$ cat config.mk
export PLATFORM = sky130hd
export DESIGN_NAME = dmem_dump_ctrl
export DESIGN_NICKNAME = d
export VERILOG_FILES = /design/src/rtl/dmem_dump_ctrl.sv
export SDC_FILE = /design/constraint.sdc
export NUM_CORES = 1
export LEC_CHECK = 0
export CAP_MARGIN = 5
export CORE_ASPECT_RATIO = 0.6
export CORE_MARGIN = 5
export CORE_UTILIZATION = 47
export DETAILED_ROUTE_END_ITERATION = 6
export PLACE_DENSITY_LB_ADDON = 0.05
export SLEW_MARGIN = 20
export SYNTH_ARGS = -nofsm -noshare
export SYNTH_HDL_FRONTEND = slang
export SYNTH_SLANG_ARGS = --single-unit
$ cat constraint.sdc
create_clock -name i_mclk -period 6.65 [get_ports i_mclk]
set_input_delay 1.33 -clock i_mclk [delete_from_list [all_inputs] [get_ports i_mclk]]
set_output_delay 1.33 -clock i_mclk [all_outputs]
set_load 0.005 [all_outputs]
$ cat src/rtl/dmem_dump_ctrl.sv
// dmem_dump_ctrl
// Freezes the processor, lets in-flight writes settle, then streams every
// data-memory word out as a valid/ready beat (word index + value).
//
// state | meaning
// IDLE  | waiting for a rising edge on i_dump
// DRAIN | CPU stalled, waiting for pipeline writes to settle
// READ  | one-cycle memory read of word idx
// CAPT  | read data and index latched into the beat registers
// SEND  | beat offered until i_dump_ready accepts it
// DONE  | one-cycle completion pulse, then back to IDLE
module dmem_dump_ctrl #(
    parameter int N         = 64,
    parameter int ADDR_W    = 6,
    parameter int NWORDS    = 64,
    parameter int DRAIN_CYC = 5
) (
    input  logic              i_mclk,
    input  logic              i_reset,
    input  logic              i_dump,
    output logic              o_cpu_stall,
    output logic              o_mem_re,
    output logic [ADDR_W-1:0] o_mem_addr,
    input  logic [N-1:0]      i_mem_rdata,
    output logic              o_dump_valid,
    input  logic              i_dump_ready,
    output logic [ADDR_W-1:0] o_dump_addr,
    output logic [N-1:0]      o_dump_data,
    output logic              o_busy,
    output logic              o_done
);

    localparam int CNT_W = (DRAIN_CYC > 1) ? $clog2(DRAIN_CYC) : 1;
    localparam logic [CNT_W-1:0]  CNT_LOAD = CNT_W'(DRAIN_CYC - 1);
    localparam logic [CNT_W-1:0]  CNT_ONE  = CNT_W'(1);
    localparam logic [ADDR_W-1:0] IDX_LAST = ADDR_W'(NWORDS - 1);
    localparam logic [ADDR_W-1:0] IDX_ONE  = ADDR_W'(1);

    typedef enum logic [2:0] {
        S_IDLE  = 3'd0,
        S_DRAIN = 3'd1,
        S_READ  = 3'd2,
        S_CAPT  = 3'd3,
        S_SEND  = 3'd4,
        S_DONE  = 3'd5
    } state_t;

    state_t            r_state;
    state_t            w_next;
    logic              r_dump_q;
    logic [CNT_W-1:0]  r_cnt;
    logic [ADDR_W-1:0] r_idx;
    logic [ADDR_W-1:0] r_mem_addr;
    logic [ADDR_W-1:0] r_dump_addr;
    logic [N-1:0]      r_dump_data;
    logic              w_start;
    logic              w_last;

    // a start is only honoured from IDLE, so edges while busy are dropped
    assign w_start = i_dump & ~r_dump_q;
    assign w_last  = (r_idx == IDX_LAST);

    // state register
    always_ff @(posedge i_mclk or posedge i_reset) begin
        if (i_reset) begin
            r_state <= S_IDLE;
        end else begin
            r_state <= w_next;
        end
    end

    // next-state decode
    always_comb begin
        w_next = r_state;
        case (r_state)
            S_IDLE:  if (w_start) w_next = S_DRAIN;
            S_DRAIN: if (r_cnt == '0) w_next = S_READ;
            S_READ:  w_next = S_CAPT;
            S_CAPT:  w_next = S_SEND;
            S_SEND:  if (i_dump_ready) w_next = w_last ? S_DONE : S_READ;
            S_DONE:  w_next = S_IDLE;
            default: w_next = S_IDLE;
        endcase
    end

    // i_dump history for edge detection, sampled every cycle
    always_ff @(posedge i_mclk or posedge i_reset) begin
        if (i_reset) begin
            r_dump_q <= 1'b0;
        end else begin
            r_dump_q <= i_dump;
        end
    end

    // drain timer, word index and read address; the address register is
    // loaded only on entry to READ so it holds its last value elsewhere
    always_ff @(posedge i_mclk or posedge i_reset) begin
        if (i_reset) begin
            r_cnt      <= '0;
            r_idx      <= '0;
            r_mem_addr <= '0;
        end else begin
            case (r_state)
                S_IDLE: begin
                    if (w_start) begin
                        r_cnt <= CNT_LOAD;
                        r_idx <= '0;
                    end
                end
                S_DRAIN: begin
                    if (r_cnt != '0) begin
                        r_cnt <= r_cnt - CNT_ONE;
                    end else begin
                        r_mem_addr <= r_idx;
                    end
                end
                S_SEND: begin
                    if (i_dump_ready && !w_last) begin
                        r_idx      <= r_idx + IDX_ONE;
                        r_mem_addr <= r_idx + IDX_ONE;
                    end
                end
                default: begin
                end
            endcase
        end
    end

    // beat registers, written only in CAPT so they stay stable under backpressure
    always_ff @(posedge i_mclk or posedge i_reset) begin
        if (i_reset) begin
            r_dump_addr <= '0;
            r_dump_data <= '0;
        end else if (r_state == S_CAPT) begin
            r_dump_addr <= r_idx;
            r_dump_data <= i_mem_rdata;
        end
    end

    // Moore outputs decoded from the state register
    always_comb begin
        o_busy       = (r_state != S_IDLE);
        o_cpu_stall  = (r_state != S_IDLE);
        o_mem_re     = (r_state == S_READ);
        o_dump_valid = (r_state == S_SEND);
        o_done       = (r_state == S_DONE);
        o_mem_addr   = r_mem_addr;
        o_dump_addr  = r_dump_addr;
        o_dump_data  = r_dump_data;
    end

endmodule

==> results of run 1 <==
[layer usage]
| metal | wire [microns] | track usage, % | vias up | part of all wire [%] |
|---|---|---|---|---|
| met5 | 0 | 0 | - | 0 |
| met4 | 68 | 5.52 | 0 | 0.78 |
| met3 | 802 | 7.59 | 4 | 9.2 |
| met2 | 3770 | 27.5 | 116 | 43 |
| met1 | 4120 | 25.4 | 1231 | 47 |
| li1 | - | - | 1202 | - |
[cell usage after synthesis (all sizes together), types with 2 or more instances]
cell | number | area [sq um]
a211oi | 2 | 27.5
a21oi | 4 | 20.0
buf | 11 | 95.1
dfrtp | 89 | 2230
ha | 4 | 50.1
inv | 12 | 45.1
mux2 | 75 | 856
nand2 | 8 | 30.0
nand2b | 3 | 21.3
nand3 | 4 | 20.0
nor2 | 5 | 21.3
nor2b | 2 | 12.5
nor3 | 4 | 36.3
o211ai | 3 | 22.5
o21ai | 7 | 35.0
or2 | 3 | 18.8
or3b | 3 | 28.8
xnor2 | 3 | 26.3
[worst max-delay path by stage]
stage,startpoint,to,slack (ns)
after detailed placement,i_dump,r_idx[1],3.31
after global routing,r_state[2],o_dump_valid,3.10
final,r_state[2],o_dump_valid,3.21
after global placement,i_dump,r_idx[1],3.36
after CTS,r_state[2],o_dump_valid,3.19
after floorplan,i_reset,o_dump_addr[0],3.01
[stage by stage]
| stage | instances | total power (uW) | util [%] | instance area [sq um] |
|---|---|---|---|---|
| 2_1_floorplan | 257 | 1350 | - | 3740 |
| 3_3_place_gp | 502 | 1900 | 67.3 | 5270 |
| 3_5_place_dp | 502 | 1920 | 67.3 | 5270 |
| 4_1_cts | 518 | 2490 | 71.6 | 5600 |
| 5_1_grt | 518 | 2610 | 71.6 | 5600 |
| 6_report | 518 | 2450 | 71.6 | 5600 |
[critical path, delay by kind of cell, from the launching register on]
family	cells	cell delay (ns)
simple gates	1	0.51
buf+inv	2	0.69
flops	1	0.58
[state kept, by name (all words and copies together), names as in the netlist]
register	cells
r_dump_q	1
r_cnt	3
o_dump_addr	6
o_dump_data	64
r_idx	6
o_mem_addr	6
r_state	3
[cell type report]
| cell class | count | area (sq um) |
|---|---|---|
| inverter | 12 | 46.3 |
| multi-input combinational | 144 | 1370 |
| timing repair buffer | 149 | 1490 |
| clock buffer | 11 | 253 |
| clock inverter | 5 | 77.6 |
| fill | 529 | 2220 |
| tap | 108 | 135 |
| sequential | 89 | 2230 |
[power breakdown]
group	total (uW)	switching (uW)	leakage [uW]	internal (uW)
clock	549	201	0.000162	348
sequential	924	140	0.00108	784
combinational	981	341	0.00113	639
[kinds of logic (layout without fill, tap and decap cells)]
| logic type | count (synthesis) | count (layout) |
|---|---|---|
| simple gates | 38 | 38 |
| buf+inv | 24 | 177 |
| xor+xnor | 4 | 4 |
| flops | 89 | 89 |
| compound gates | 22 | 22 |
| fa+ha+maj | 4 | 4 |
| mux | 76 | 76 |
==> reports/results.ini, run 1 <==
[cts]
clock_latency_ns=0.34
cts_setup_buffers=0
clk_path_buf_depth=2
htreeDepth=3
cts_sinks=89
cts_tree=built
cts_buffers=9
cts-root-buf=clkbuf_16
ctsHoldBuffers=0
ctsResizeCount=0
path_clk_slew_ns=0.06

[sta]
period_needed_ns=3.44
worst_slack_ns=3.21
final.setup_skew_ns=0.00789
worst_pin_slew_ns=1.02
hold_violations=0
whs_ns=0.465
relSlewSlack_pct=32.3
rsz0062_at_grt=no
slew_viol_final=0
max_freq_mhz=291
finalSetupTns_ns=0
post-route-period-util_pct=51.7
setup_violations=0

[global_routing]
grtUsageTotal_pct=18.6
grt_remaining_overflow=0
grt_pass1_vias=2616
grt_pass1_wl_microns=14200
antenna_found_initial=0
grt_max_degree=75

[logic_synthesis]
syn_nets=329
synth_area_per_cell_sq_um=14.5
synth-seq-cells=89
synth-simple-area-share_pct=6.13
syn_inst=257
synth_compound_area_share_pct=4.96
synth_xor_area_share_pct=0.938
dominantRegCellSynth=dfrtp_1
synthMuxAreaShare_pct=23.2
synth_fa_ha_area_share_pct=1.34
synth_top_family_by_area=multiplexers
yosysSeqAreaShare_pct=59.6
synth_cell_types=45
synth_edf_count=0
netlist_area_sq_um=3740
async_flop_share_pct=100
yosysWarningCount=0

[route]
routed_wl_microns=8770
ant_nets=0
routedWlPerCell_microns=16.9
drt_iter0_drc=124
vias=2553
vias_per_cell=4.93
drt_first_pass_iters=4
drcViolationCount=0

[floorplan]
coreArea_sq_um=7820
initial_core_util_pct=47.8
dieArea_sq_um=9890
row_count=25
io_pins=149
die_y_microns=79.1
die_w_microns=125

[worst_setup_path]
start_kind=register
crit_type=reg -> out
ff2ff_path_depth=3
critPathSlowestCell=dfrtp_1
path_cells=or3b_1, inv_2, clkdlybuf4s50_1
r2r-start=r_state[2]
r2r_slack_ns=4.44
crit_path_max_incr_delay_ns=0.58
critPathRequiredTime_ns=5.32
regToRegEndpoint=o_dump_data[63]
crit_arrival_ns=2.11
crit_fanout=13
setup.worst_path.end_class=primary output

[worst_hold_path]
min_path_type=reg -> reg
holdPathEnd=r_cnt[0]
worstHoldStart=r_cnt[0]
min_path_cells=1

[finish]
nNetsFinal=477
drive_gt1_share_pct=13.2
layout.cells.most_common_list=clkdlybuf4s50_1 (148), dfrtp_1 (89), mux2_1 (53)
diodes=0
areaGrowthSynthToFinish_pct=49.8
final_common_cell=clkdlybuf4s50_1

[outcome]
status=finished clean

[power_and_ir_drop]
power_density_nw_per_um2=438
p_leak_uw=0.00237
ir_worst_vdd_v=0.000298

[placed_design]
io_buffer_count=148
dp_hpwl_microns=6320
place_congestion=0.799
dp_slack_ns=3.31

[run]
max_cap_violations=0

Note: power is estimated with default switching activity, not from simulation.
==> run 2: changes to the inputs <==
Settings changed: CORE_UTILIZATION 47 to 43.
Clock period 6.65 ns to 3.5 ns, I/O delays scaled along.
==> reports/results.ini, run 2 (synthesis results as in run 1) <==
[outcome]
status=finished clean

[finish]
final_common_cell=clkdlybuf4s50_1
final_util_pct=66.7  ; -4.9 points
drive_gt1_share_pct=13.0  ; -0.21 points
fillers=629  ; +19%
diodes=0  ; unchanged
largest_reg_flops=64  ; unchanged
layout.cells.most_common_list=clkdlybuf4s50_1 (148), dfrtp_1 (89), mux2_1 (53)
nNetsFinal=477  ; unchanged
areaGrowthSynthToFinish_pct=51.6

[route]
routed_wl_microns=8780  ; +0.17%
drt_first_pass_iters=4  ; unchanged
vias_per_cell=4.90  ; -0.65%
ant_nets=0  ; unchanged
drt_iter0_drc=99  ; -20%
drcViolationCount=0  ; unchanged
routedWlPerCell_microns=16.9  ; -0.41%
vias=2551  ; -0.078%

[run]
max_cap_violations=0  ; unchanged

[worst_setup_path]
crit_arrival_ns=2.11  ; about the same
path_buf_inv=2  ; unchanged
regToRegEndpoint=o_dump_data[63]
crit_path_max_incr_delay_ns=0.58  ; about the same
crit_type=reg -> out
r2r-start=r_state[2]
path_delay_family=buffers and inverters
ff2ff_path_depth=3  ; unchanged
critPathSlowestCell=dfrtp_1
critPathRequiredTime_ns=2.80  ; -2.52 ns
path_cells=or3b_1, inv_2, clkdlybuf4s50_1
start_kind=register
crit_fanout=13  ; unchanged
r2r_slack_ns=1.31  ; -3.13 ns
setup.worst_path.end_class=primary output

[power_and_ir_drop]
ir_worst_vdd_v=0.000495  ; +66%
power_density_nw_per_um2=856  ; +95%
p_int_uw=3540  ; +100%
switchingPower_uw=1300  ; +91%
pwr-share-clk_pct=25.0  ; +2.6 points
p_sw_share_pct=26.9  ; -0.93 points
combPwrFrac_pct=38.7  ; -1.3 points
p_leak_uw=0.00240  ; +1.2%
p_seq_share_pct=36.3  ; -1.3 points

[sta]
hold_violations=0  ; unchanged
max_freq_mhz=356
final.setup_skew_ns=0.00694  ; -0.000952 ns
relSlewSlack_pct=32.0  ; -0.36 points
rsz0062_at_grt=no
worst_pin_slew_ns=1.02  ; +0.00542 ns
post-route-period-util_pct=80.3
period_needed_ns=2.81
setup_violations=0  ; unchanged
finalSetupTns_ns=0  ; unchanged
slew_viol_final=0  ; unchanged
worst_slack_ns=0.691  ; -2.52 ns

[cts]
ctsResizeCount=0  ; unchanged
path_clk_slew_ns=0.06  ; about the same
cts_sinks=89  ; unchanged
clock_latency_ns=0.34  ; about the same
cts_setup_buffers=0  ; unchanged
htreeDepth=3  ; unchanged
cts-root-buf=clkbuf_16
cts_tree=built
clk_path_buf_depth=2  ; unchanged
ctsHoldBuffers=0  ; unchanged
cts_buffers=9  ; unchanged

[worst_hold_path]
worstHoldStart=r_cnt[0]
min_path_cells=1  ; unchanged
holdPathEnd=r_cnt[0]
min_path_type=reg -> reg

[floorplan]
die_y_microns=82.2  ; +4.0%
dieArea_sq_um=10700  ; +8.3%
die_w_microns=130  ; +4.2%
row_count=26  ; +4.0%
coreArea_sq_um=8490  ; +8.6%
initial_core_util_pct=44.0  ; -3.8 points
io_pins=149  ; unchanged

[global_routing]
grt_pass1_vias=2723  ; +4.1%
grt_pass1_wl_microns=14100  ; -0.29%
grtUsageTotal_pct=17.5  ; -1.1 points
grt_remaining_overflow=0  ; unchanged
antenna_found_initial=0  ; unchanged
grt_max_degree=75  ; unchanged

[placed_design]
dp_hpwl_microns=6480  ; +2.5%
io_buffer_count=148  ; unchanged
place_congestion=0.785  ; -1.8%
dp_slack_ns=0.792  ; -2.52 ns

==> run 2: changes by cell type in the layout (fill, tap and decap cells not counted), sizes merged <==
cell / previous run / this run
bufinv: 2 / 5
clkbuf: 11 / 9
clkinv: 3 / 2
clkinvlp: 1 / 0
==> run 2: layer usage <==
| layer | track usage [%] | routed length, microns | up-vias |
|---|---|---|---|
| met1 | 23.5 | 4060 | 1231 |
| met4 | 5.65 | 127 | 0 |
| met2 | 26.2 | 3700 | 110 |
| met5 | 0 | 0 | - |
| li1 | - | - | 1195 |
| met3 | 6.88 | 895 | 15 |
==> run 2: stage by stage <==
step,cells,cell area (sq um),hold WS (ns),power [uW]
floorplan,257,3740,0.440,2560
global placement,506,5280,0.457,3620
detailed placement,506,5280,0.459,3680
CTS,521,5660,0.466,4920
global route,521,5660,0.484,5170
finish,521,5660,0.461,4850
==> run 2: worst register-to-register path: stages, from the launching register on <==
cell and delay [ns]:
dfrtp_1 0.58, nand2b_2 0.25, or2_4 0.79, mux2_2 0.46
==> run 2: layout make-up <==
type	count	area [sq um]	area share, %
clock buffer	9	225	3.98
clock inverter	6	155	2.74
inverter	12	46.3	0.817
multi-input combinational	144	1370	24.1
sequential	89	2230	39.3
tap	112	140	2.47
timing repair buffer	149	1500	26.5
==> run 2: how the worst max path moves through the flow <==
stage | start | to | slack [ns] | depth (start not counted)
after floorplan | i_reset | o_dump_addr[0] | 0.49 | 1
after global placement | i_dump | r_idx[1] | 0.84 | 5
after detailed placement | i_dump | r_idx[0] | 0.79 | 5
after CTS | r_state[2] | o_dump_valid | 0.69 | 3
after global routing | r_state[2] | o_dump_valid | 0.57 | 3
final | r_state[2] | o_dump_valid | 0.69 | 3
==> run 2: power groups by stage <==
stage	Sequential, uW	Clock (uW)	Combinational, uW
3_3_place_gp	1740	0	1880
3_5_place_dp	1770	0	1900
2_1_floorplan	1780	0	784
6_report	1760	1210	1870
4_1_cts	1760	1240	1910
5_1_grt	1830	1300	2050
==> run 3: changes to the inputs <==
Clock period 3.5 ns to 2.6 ns, I/O delays scaled along.
==> reports/results.ini, run 3 (synthesis results as in run 1) <==
[sta]
rsz0062_at_grt=no
max_freq_mhz=400
worst_slack_ns=0.0982  ; -0.593 ns
final.setup_skew_ns=0.00678  ; -0.000157 ns
setup_violations=0  ; unchanged
period_needed_ns=2.50
slew_viol_final=0  ; unchanged
finalSetupTns_ns=0  ; unchanged
post-route-period-util_pct=96.2
worst_pin_slew_ns=0.520  ; -0.500 ns
relSlewSlack_pct=65.2  ; +33 points
hold_violations=0  ; unchanged

[global_routing]
grt-busiest-layer=met2
grtUsageMet1_pct=23.4  ; -0.039 points
antenna_found_initial=0  ; unchanged
grt_pass1_wl_microns=14000  ; -0.54%
grt_remaining_overflow=0  ; unchanged
use_met3_pct=7.65  ; +0.77 points
grtUsageTotal_pct=17.3  ; -0.19 points
grt_max_degree=43  ; -43%
grt_pass1_vias=2612  ; -4.1%
met2_usage_pct=25.5  ; -0.72 points

[finish]
nNetsFinal=482  ; +1.0%
areaGrowthSynthToFinish_pct=50.6
drive_gt1_share_pct=14.0  ; +1.0 points
layout.cells.most_common_list=clkdlybuf4s50_1 (148), dfrtp_1 (89), mux2_1 (53)
fillers=665  ; +5.7%
final_cells=527  ; +1.2%
diodes=0  ; unchanged
final_common_cell=clkdlybuf4s50_1
largest_reg_flops=64  ; unchanged

[power_and_ir_drop]
ir_worst_vdd_v=0.000488  ; -1.3%
power_density_nw_per_um2=1090  ; +27%
p_leak_uw=0.00238  ; -0.53%
p_total_uw=6120  ; +26%

[route]
routed_wl_microns=8960  ; +2.0%
drt_iter0_drc=78  ; -21%
drcViolationCount=0  ; unchanged
vias=2577  ; +1.0%
ant_nets=0  ; unchanged
routedWlPerCell_microns=17.0  ; +0.84%
vias_per_cell=4.89  ; -0.13%
drt_first_pass_iters=4  ; unchanged

[placed_design]
dp_slack_ns=0.216  ; -0.577 ns
dp_hpwl_microns=6740  ; +4.0%
dp_cells=511  ; +0.99%
io_buffer_count=148  ; unchanged
place_congestion=0.825  ; +5.1%

[worst_setup_path]
ff2ff_path_depth=6  ; +3
path_buf_inv=2  ; unchanged
worst-path-stages=3  ; unchanged
critPathSlowestCell=clkdlybuf4s50_1
crit_arrival_ns=1.98  ; -0.13 ns
critPathRequiredTime_ns=2.08  ; -0.72 ns
regToRegEndpoint=o_mem_addr[2]
r2r-start=r_cnt[0]
crit_path_max_incr_delay_ns=0.53  ; -0.05 ns
path_delay_family=buffers and inverters
path_cells=or3b_4, inv_2, clkdlybuf4s50_1
crit_fanout=7  ; -6
crit_type=reg -> out
r2r_slack_ns=0.65  ; -0.66 ns
setup.worst_path.end_class=primary output
start_kind=register

[cts]
cts-root-buf=clkbuf_16
cts_sinks=89  ; unchanged
clk_path_buf_depth=2  ; unchanged
cts_setup_buffers=0  ; unchanged
htreeDepth=3  ; unchanged
path_clk_slew_ns=0.06  ; about the same
ctsHoldBuffers=0  ; unchanged
cts_buffers=9  ; unchanged
cts_tree=built
ctsResizeCount=0  ; unchanged
clock_latency_ns=0.33  ; about the same

[run]
max_cap_violations=0  ; unchanged

[worst_hold_path]
min_path_cells=1  ; unchanged
holdPathEnd=r_cnt[0]
min_path_type=reg -> reg
worstHoldStart=r_cnt[0]

[floorplan]
die_w_microns=130  ; unchanged
dieArea_sq_um=10700  ; unchanged
row_count=26  ; unchanged
initial_core_util_pct=44.0  ; unchanged
coreArea_sq_um=8490  ; unchanged
die_y_microns=82.2  ; unchanged
io_pins=149  ; unchanged

[outcome]
status=finished clean

[run 3: worst reg2reg max path, stage by stage, from the launching register on]
cell     delay, ns
dfrtp_1       0.39
inv_1         0.10
ha_1          0.14
nor2b_1       0.24
inv_1         0.11
o32ai_4       0.47
mux2_2        0.39
[run 3: through the flow]
step | util, % | area, sq um | hold WS (ns)
global route | 66.3 | 5630 | 0.497
global placement | 63.0 | 5350 | 0.457
finish | 66.3 | 5630 | 0.471
detailed placement | 63.0 | 5350 | 0.466
floorplan | - | 3740 | 0.440
CTS | 66.2 | 5620 | 0.473
[run 3: cell type report]
type / instances / area (sq um) / share of cell area, %
Sequential cell: 89 / 2230 / 39.6
Timing Repair Buffer: 154 / 1560 / 27.8
Multi-Input combinational cell: 144 / 1370 / 24.4
Clock buffer: 13 / 260 / 4.63
Tap cell: 112 / 140 / 2.49
Inverter: 12 / 48.8 / 0.867
Clock inverter: 3 / 15.0 / 0.267
[run 3: routing by layer]
layer / share of wire, % / vias to the layer above
met5: 0 / -
met4: 1.2 / 0
met3: 11 / 7
met2: 43 / 111
met1: 45 / 1252
li1: - / 1207
[run 3: how the worst max path moves through the flow]
stage,slack [ns],endpoint,from
floorplan,0.70,r_idx[0],i_dump
global placement,0.25,r_idx[1],i_dump
detailed placement,0.22,r_idx[1],i_dump
CTS,0.01,o_dump_valid,r_state[1]
global route,0.02,o_dump_valid,r_state[1]
finish,0.1,o_dump_valid,r_state[1]
[run 3: power by group]
part	internal [uW]	leakage, uW	switching [uW]
clock network	696	0.000139	503
registers	2010	0.00108	334
logic	1680	0.00116	904
